File: src/rtl/pipeline_hazard_ctrl_if.sv
// ---- pipeline_hazard_ctrl_if : ID/EX hazard inputs and pipeline control outputs ---- Rev 1.0
`default_nettype none

interface pipeline_hazard_ctrl_if;
  logic [4:0] id_rs1;
  logic [4:0] id_rs2;
  logic       id_uses_rs1;
  logic       id_uses_rs2;
  logic [4:0] ex_rd;
  logic       ex_memtoreg;
  logic       ex_regwrite;
  logic [3:0] ex_mul_div_op;
  logic       ex_branch_taken;

  logic       pc_stall;
  logic       ifid_stall;
  logic       ifid_flush;
  logic       idex_hold;
  logic       idex_flush;
  logic       exmem_bubble;
  logic       md_start;
  logic       md_busy;
  logic       md_result_valid;

  modport master (
    output id_rs1, id_rs2, id_uses_rs1, id_uses_rs2, ex_rd, ex_memtoreg,
           ex_regwrite, ex_mul_div_op, ex_branch_taken,
    input  pc_stall, ifid_stall, ifid_flush, idex_hold, idex_flush,
           exmem_bubble, md_start, md_busy, md_result_valid
  );

  modport slave (
    input  id_rs1, id_rs2, id_uses_rs1, id_uses_rs2, ex_rd, ex_memtoreg,
           ex_regwrite, ex_mul_div_op, ex_branch_taken,
    output pc_stall, ifid_stall, ifid_flush, idex_hold, idex_flush,
           exmem_bubble, md_start, md_busy, md_result_valid
  );
endinterface

`default_nettype wire

File: src/rtl/pipeline_hazard_ctrl.sv
// ---- pipeline_hazard_ctrl : load-use / branch / mul-div sequencing control ---- Rev 1.0
`default_nettype none

module pipeline_hazard_ctrl #(
  parameter int MUL_LAT = 3,
  parameter int DIV_LAT = 33
) (
  input  wire logic clk,
  input  wire logic reset,
  pipeline_hazard_ctrl_if.slave hz
);

  localparam logic [5:0] C_MUL_LOAD = 6'(MUL_LAT - 1);
  localparam logic [5:0] C_DIV_LOAD = 6'(DIV_LAT - 1);

  typedef enum logic [1:0] {
    S_IDLE = 2'd0,
    S_RUN  = 2'd1,
    S_DONE = 2'd2
  } state_t;

  state_t     r_state;
  logic [5:0] r_cnt;

  logic w_op_valid;
  logic w_start;
  logic w_rs1_hit;
  logic w_rs2_hit;
  logic w_load_use;

  // Ops 8..15 all have bit 3 set and are treated as "no op".
  assign w_op_valid = ~hz.ex_mul_div_op[3];
  assign w_start    = (r_state == S_IDLE) && w_op_valid && !hz.ex_branch_taken;

  assign w_rs1_hit  = hz.id_uses_rs1 && (hz.id_rs1 == hz.ex_rd);
  assign w_rs2_hit  = hz.id_uses_rs2 && (hz.id_rs2 == hz.ex_rd);
  assign w_load_use = (r_state == S_IDLE) && !w_start &&
                      hz.ex_memtoreg && hz.ex_regwrite && (hz.ex_rd != 5'd0) &&
                      (w_rs1_hit || w_rs2_hit);

  always_ff @(posedge clk) begin
    if (reset) begin
      r_state <= S_IDLE;
      r_cnt   <= 6'd0;
    end else begin
      case (r_state)
        S_IDLE: begin
          if (w_start) begin
            r_state <= S_RUN;
            r_cnt   <= hz.ex_mul_div_op[2] ? C_DIV_LOAD : C_MUL_LOAD;
          end
        end
        S_RUN: begin
          if (r_cnt == 6'd0) begin
            r_state <= S_DONE;
          end else begin
            r_cnt <= r_cnt - 6'd1;
          end
        end
        S_DONE:  r_state <= S_IDLE;
        default: r_state <= S_IDLE;
      endcase
    end
  end

  // A taken branch suppresses every other control so the flush wins cleanly.
  always_comb begin
    hz.pc_stall        = 1'b0;
    hz.ifid_stall      = 1'b0;
    hz.ifid_flush      = 1'b0;
    hz.idex_hold       = 1'b0;
    hz.idex_flush      = 1'b0;
    hz.exmem_bubble    = 1'b0;
    hz.md_start        = 1'b0;
    hz.md_busy         = 1'b0;
    hz.md_result_valid = 1'b0;
    if (hz.ex_branch_taken) begin
      hz.ifid_flush = 1'b1;
      hz.idex_flush = 1'b1;
    end else if (w_start || (r_state == S_RUN)) begin
      hz.md_start     = w_start;
      hz.md_busy      = 1'b1;
      hz.pc_stall     = 1'b1;
      hz.ifid_stall   = 1'b1;
      hz.idex_hold    = 1'b1;
      hz.exmem_bubble = 1'b1;
    end else if (r_state == S_DONE) begin
      hz.md_result_valid = 1'b1;
    end else if (w_load_use) begin
      hz.pc_stall   = 1'b1;
      hz.ifid_stall = 1'b1;
      hz.idex_flush = 1'b1;
    end
  end

endmodule

`default_nettype wire

File: src/flat_wrapper.sv
// flat-port wrapper written by rule: the top's interface ports become plain ports
module pipeline_hazard_ctrl_flat 
#(
  parameter int MUL_LAT = 3,
  parameter int DIV_LAT = 33
)
  (clk, reset, hz_id_rs1, hz_id_rs2, hz_id_uses_rs1, hz_id_uses_rs2, hz_ex_rd, hz_ex_memtoreg, hz_ex_regwrite, hz_ex_mul_div_op, hz_ex_branch_taken, hz_pc_stall, hz_ifid_stall, hz_ifid_flush, hz_idex_hold, hz_idex_flush, hz_exmem_bubble, hz_md_start, hz_md_busy, hz_md_result_valid);
  pipeline_hazard_ctrl_if hz_i ();
  input  wire logic clk;
  input  wire logic reset;
  input wire logic [$bits(hz_i.id_rs1)-1:0] hz_id_rs1;
  input wire logic [$bits(hz_i.id_rs2)-1:0] hz_id_rs2;
  input wire logic [$bits(hz_i.id_uses_rs1)-1:0] hz_id_uses_rs1;
  input wire logic [$bits(hz_i.id_uses_rs2)-1:0] hz_id_uses_rs2;
  input wire logic [$bits(hz_i.ex_rd)-1:0] hz_ex_rd;
  input wire logic [$bits(hz_i.ex_memtoreg)-1:0] hz_ex_memtoreg;
  input wire logic [$bits(hz_i.ex_regwrite)-1:0] hz_ex_regwrite;
  input wire logic [$bits(hz_i.ex_mul_div_op)-1:0] hz_ex_mul_div_op;
  input wire logic [$bits(hz_i.ex_branch_taken)-1:0] hz_ex_branch_taken;
  output wire logic [$bits(hz_i.pc_stall)-1:0] hz_pc_stall;
  output wire logic [$bits(hz_i.ifid_stall)-1:0] hz_ifid_stall;
  output wire logic [$bits(hz_i.ifid_flush)-1:0] hz_ifid_flush;
  output wire logic [$bits(hz_i.idex_hold)-1:0] hz_idex_hold;
  output wire logic [$bits(hz_i.idex_flush)-1:0] hz_idex_flush;
  output wire logic [$bits(hz_i.exmem_bubble)-1:0] hz_exmem_bubble;
  output wire logic [$bits(hz_i.md_start)-1:0] hz_md_start;
  output wire logic [$bits(hz_i.md_busy)-1:0] hz_md_busy;
  output wire logic [$bits(hz_i.md_result_valid)-1:0] hz_md_result_valid;
  assign hz_i.id_rs1 = hz_id_rs1;
  assign hz_i.id_rs2 = hz_id_rs2;
  assign hz_i.id_uses_rs1 = hz_id_uses_rs1;
  assign hz_i.id_uses_rs2 = hz_id_uses_rs2;
  assign hz_i.ex_rd = hz_ex_rd;
  assign hz_i.ex_memtoreg = hz_ex_memtoreg;
  assign hz_i.ex_regwrite = hz_ex_regwrite;
  assign hz_i.ex_mul_div_op = hz_ex_mul_div_op;
  assign hz_i.ex_branch_taken = hz_ex_branch_taken;
  assign hz_pc_stall = hz_i.pc_stall;
  assign hz_ifid_stall = hz_i.ifid_stall;
  assign hz_ifid_flush = hz_i.ifid_flush;
  assign hz_idex_hold = hz_i.idex_hold;
  assign hz_idex_flush = hz_i.idex_flush;
  assign hz_exmem_bubble = hz_i.exmem_bubble;
  assign hz_md_start = hz_i.md_start;
  assign hz_md_busy = hz_i.md_busy;
  assign hz_md_result_valid = hz_i.md_result_valid;
  pipeline_hazard_ctrl #(.MUL_LAT(MUL_LAT), .DIV_LAT(DIV_LAT)) u_core (.clk(clk), .reset(reset), .hz(hz_i));
endmodule
File: config.mk
export PLATFORM = sky130hd
export DESIGN_NAME = pipeline_hazard_ctrl_flat
export DESIGN_NICKNAME = d
export VERILOG_FILES = /design/src/rtl/pipeline_hazard_ctrl_if.sv /design/src/rtl/pipeline_hazard_ctrl.sv /design/src/flat_wrapper.sv
export SDC_FILE = /design/constraint.sdc
export NUM_CORES = 1
export LEC_CHECK = 0
export CAP_MARGIN = 25
export CORE_MARGIN = 8
export CORE_UTILIZATION = 44
export CTS_BUF_LIST = sky130_fd_sc_hd__clkbuf_8
export DETAILED_ROUTE_END_ITERATION = 12
export PLACE_DENSITY_LB_ADDON = 0.2
export SYNTH_ARGS = -nofsm -noshare
export SYNTH_HDL_FRONTEND = slang
export SYNTH_SLANG_ARGS = --single-unit
File: constraint.sdc
create_clock -name clk -period 2.8 [get_ports clk]
set_clock_uncertainty 0.1 [all_clocks]
set_input_delay 0.42 -clock clk [delete_from_list [all_inputs] [get_ports clk]]
set_output_delay 0.42 -clock clk [all_outputs]
set_load 0.1 [all_outputs]
After elaboration in Yosys (flattened, before gate mapping) --
Cells that the tools add are included.
Operators by class: $add $sub $neg 1, equal/unequal tests 7, multiplexer cells 21, bitwise operators 1, reduce and logical (&&, ||, !) cells 19
Operators with widths (number):
- two-way mux 6 bit | 3
- two-way mux 1 bit | 14
- one-hot mux 6 bit (2 select lines) | 1
- equality test 5 bit | 2
- logical AND 1 bit | 9
- zero test 6 bit | 1
- subtractor 6 x 1 -> 6 bit (second input constant) | 1
- nonzero test 5 bit | 1
- two-way mux 2 bit | 2
- inequality test 2 x 1 -> 1 bit (second input constant) | 2
- one-hot mux 2 bit (2 select lines) | 1
- AND reduction 3 bit | 1
- equality test 2 x 1 -> 1 bit (second input constant) | 1
- equality test 2 bit (second input constant) | 1
- zero test 1 bit | 2
- zero test 2 bit | 1
- logical OR 1 bit | 2
- inequality test 2 bit (second input constant) | 1
- AND reduction 2 bit | 1
- nonzero test 2 bit | 1
- NOT 1 bit | 1
Word-level totals: flip-flop bits (word level) 8, input bits 26, output and inout bits 9

Logic depth before layout (Yosys ltp) --
depth after elaboration 13, mapped depth 7, depth with buffers taken out 5

Worst setup path before layout --
No wires, ideal clock.
path type input -> output, start in hz_ex_branch_taken, end out hz_pc_stall, arrival time 4.055 ns, required time 2.280 ns, setup slack -1.775 ns, stages on the path 7, cell sequence or4_1 buf_6 clkinv_8 nor4_1 o21ai_1 o31ai_1 buf_4
On the way: word-level cells in the longest chain between the ends 12
RTL lines:
- start: declaration | line flat_wrapper.sv:19 | input wire logic [$bits(hz_i.ex_branch_taken)-1:0] hz_ex_branch_taken;
- zero test 1 bit | line pipeline_hazard_ctrl.sv:33 | assign w_start = (r_state == S_IDLE) && w_op_valid && !hz.ex_branch_taken;
- logical AND 1 bit | line pipeline_hazard_ctrl.sv:33
- zero test 1 bit | line pipeline_hazard_ctrl.sv:37 | assign w_load_use = (r_state == S_IDLE) && !w_start &&
- logical AND 1 bit (2 in a row) | line pipeline_hazard_ctrl.sv:37
- logical AND 1 bit (3 in a row) | line pipeline_hazard_ctrl.sv:38 | hz.ex_memtoreg && hz.ex_regwrite && (hz.ex_rd != 5'd0) &&
- two-way mux 1 bit (3 in a row)
- two-way mux 1 bit *
- end: declaration | line flat_wrapper.sv:20 | output wire logic [$bits(hz_i.pc_stall)-1:0] hz_pc_stall;
Mark *: on every way between the ends. The rest lies on a longest branch, timed or not.

Final worst setup path --
start in hz_ex_rd[1], end out hz_pc_stall
On the way: word-level cells in the longest chain between the ends 8
RTL lines:
- start: declaration | line flat_wrapper.sv:15 | input wire logic [$bits(hz_i.ex_rd)-1:0] hz_ex_rd;
- equality test 5 bit, on equally long branches | line pipeline_hazard_ctrl.sv:35, pipeline_hazard_ctrl.sv:36
- logical AND 1 bit, on equally long branches | line pipeline_hazard_ctrl.sv:35, pipeline_hazard_ctrl.sv:36
- logical OR 1 bit | line pipeline_hazard_ctrl.sv:39 | (w_rs1_hit || w_rs2_hit);
- logical AND 1 bit * | line pipeline_hazard_ctrl.sv:38
- two-way mux 1 bit * | line pipeline_hazard_ctrl.sv:89 | end else if (w_load_use) begin
- two-way mux 1 bit * | line pipeline_hazard_ctrl.sv:87 | end else if (r_state == S_DONE) begin
- two-way mux 1 bit * | line pipeline_hazard_ctrl.sv:80 | end else if (w_start || (r_state == S_RUN)) begin
- two-way mux 1 bit * | line pipeline_hazard_ctrl.sv:77 | if (hz.ex_branch_taken) begin
Marks and branches as above.

==> metrics.txt <==
most instantiated library cell after synthesis=inv_1; final hold violations=0; HPWL after DPL=roughly 1600 µm; Post-Synthesis Cell Area=a little under 700 µm²; Core Area=0.00149 mm²; Total GRT Usage=about 13%; WP data required=approximately 2300 ps; largest fanout on the critical path=3; detailed-route via count=a little over 700; Syn Inst Count=81; register bit total from synthesis=8; Int Pwr=between 300 and 400 µW; DRC=0; total negative slack=0 ps; Placed Area=0.00111 mm²; ratio of cells with drive above 1 in the final layout=between 20% and 30%; total setup buffers inserted after CTS=0; synth warn=0; register area share after synthesis=between 20% and 30%; Pleak=between 0.0004 and 0.0005 µW; initial antenna violation count=0; clock tree sinks=8; Hold Path Stages=2; Slew headroom=roughly 73%; initial core utilization=46.2%; FMAX=370 MHz; worst min path class=reg -> reg; Compound-Gate Fraction of Synth Area=between 20% and 30%; Final ANT Viol Nets=0; largest family of logic cells by synthesized area=simple AND/OR/NAND/NOR gates; final period utilization=96.4%; crit path DAT=around 2200 ps; crit-path leading delay family=buffers and inverters; first-pass GRT wire length=approximately 3300 µm; post-synthesis simple-gate area fraction=between 20 and 25%; cell taking the most area after synthesis=dfxtp_1; Avg Inst Size Synth=roughly 8.5 µm²; logic gate share of total power=between 50% and 60%; die span in x=approximately 56 µm; ys async rst share=0%; Final Slew Violations=0; Placer Congestion=about 0.86; CP Launch Type=input pin; clk_lat worst skew=about 230 ps; total power=between 500 and 600 µW; footprint of the multi-input gates=approximately 460 µm²; Avg WL per Cell=14.7 µm; FILL cells=109; Finish-stage setup viols=0; EDFF count, synth=0; syn_nets=between 100 and 150; I/O Pins=35; mux contribution to synthesized area=2.91%; storage element area=160 µm²; clock share of power=roughly 25%; Detailed Routing Iterations Pass 1=4; area grow syn2layout=67.8%; row count=14; Period minus WS final=~2700 ps; CTS H-Tree Depth=1; CTS clock-pin slew for the worst setup and hold paths=~40 ps; total CTS buffers=3; post-synth cell types=37; power per cell area=around 490 mW/mm²; Post-Synth XOR/XNOR Area=around 13%; outcome=complete, no violations; Design Area, Final=roughly 0.0012 mm²; top cells by area, synth=dfxtp_1, xor2_1, nand3_1; Worst Max-Slew Pin Slew=approximately 410 ps; n_diodes=0; final wirelength=about 1900 µm; Cell Chain, Critical Path=clkdlybuf4s50_1 -> xor2_1 -> nor4_1 -> a32oi_1 -> o31ai_4 -> buf_12; Synth Area in Adders=under 10%; Crit. End Element=primary output; Max VDD drop=between 0.4 and 0.5 mV; max_cap viols=0; total grt overflow=0; TritonCTS clock tree=yes; sequential power share=approximately a quarter; Levels on crit path=6; chip height=55.5 µm; WP buf/inv=2; worst-case clock buffer depth=2; Vias/cell=approximately 5.4; slowest stage delay, CP=around 500 ps; unrepaired setup endpoints after global routing=no; die area=0.00309 mm²; Post-synth top cells=inv_1, dfxtp_1, nand3_1, xor2_1, buf_4; pin count of the biggest net entering global routing=9; number of port buffers=32; top cell type's share of synthesized area=23.3%; CP max-delay cell=clkdlybuf4s50_1; switching share of power=about two fifths; Psw=around 220 µW; final net count=144; Post-synth top flop=dfxtp_1; CTS root buf=clkbuf_8; number of global-route vias before repair=roughly 720; Util after Layout=approximately 78%; DR iter-0 viols=8; R2R cell count=5; critical path class=in -> out
## worst min-delay path, cell delays in order, from the launching register on
cell	delay (ps)
dfxtp_1	310
nand3_1	60
a21oi_1	50
## per-layer routing
| layer | share of wire [%] | GRT usage (%) | up-vias |
|---|---|---|---|
| met5 | 0 | 0 | - |
| met4 | 0 | 1.06 | 0 |
| met3 | 8.1 | 6.16 | 0 |
| met2 | 50 | 22.1 | 31 |
| met1 | 42 | 13.8 | 322 |
| li1 | - | - | 355 |
## state kept, by name, indices dropped and copies added (netlist names)
register	count
u_core.r_cnt	6
u_core.r_state	2
## metrics by stage
step,cells,setup WS (ps),hold slack (ps)
after CTS,130,25.7,382
after detailed placement,127,28.0,376
after global routing,130,18.0,410
final,130,99.6,378
after global placement,127,78.3,368
after floorplan,81,-258,350
## logic make-up (layout without fill, tap and decap cells)
logic type,Yosys count,in the layout
and+or+nand+nor,27,27
AOI/OAI and AO/OA,17,17
buffers and inverters,15,48
xor gates and xnor gates,10,10
DFF,8,8
adders and majority gates,2,2
muxes,2,2
## cell usage in the layout, fill, tap and decap left out, types with 2 or more instances in the layout
cell type / n
clkdlybuf4s50_1: 23
inv_1: 9
xor2_1: 8
nand3_1: 8
buf_12: 8
dfxtp_1: 8
buf_4: 4
nor4_1: 3
nor2_1: 3
a21oi_1: 3
clkbuf_8: 3
nand2_1: 2
o21ai_1: 2
xnor2_1: 2
mux2i_1: 2
ha_1: 2
## power groups by stage
stage / logic, µW / clock network, µW / registers (µW)
after floorplan: 188 / 0 / 140
after global placement: 276 / 0 / 141
after detailed placement: 281 / 0 / 142
after CTS: 282 / 143 / 141
after global routing: 302 / 149 / 142
final: 282 / 140 / 141
## layout make-up
| class | count | share of cell area (%) |
|---|---|---|
| clock buffers | 3 | 3.58 |
| multi-input cells | 58 | 40.1 |
| inverters | 10 | 4.33 |
| well taps | 16 | 1.73 |
| repair buffers | 35 | 36.4 |
| flip-flops and latches | 8 | 13.9 |
## timing repair
| action | in CTS | in global routing |
|---|---|---|
| setup endpoints to repair | 0 | 2 |
| hold buffers | 0 | 0 |
| resized for setup | 0 | 1 |
## final timing paths
check	end	start	slack, ps
worst max-delay path	hz_pc_stall	hz_ex_rd[1]	100
worst min-delay path	u_core.r_cnt[1]$_SDFFE_PP0P_	u_core.r_cnt[1]$_SDFFE_PP0P_	380
worst max register to register	u_core.r_cnt[5]$_SDFFE_PP0P_	u_core.r_state[0]$_SDFFE_PP0P_	1140
worst min register to register	u_core.r_cnt[1]$_SDFFE_PP0P_	u_core.r_cnt[1]$_SDFFE_PP0P_	380
No activity file was read; power rests on OpenSTA's default activity.
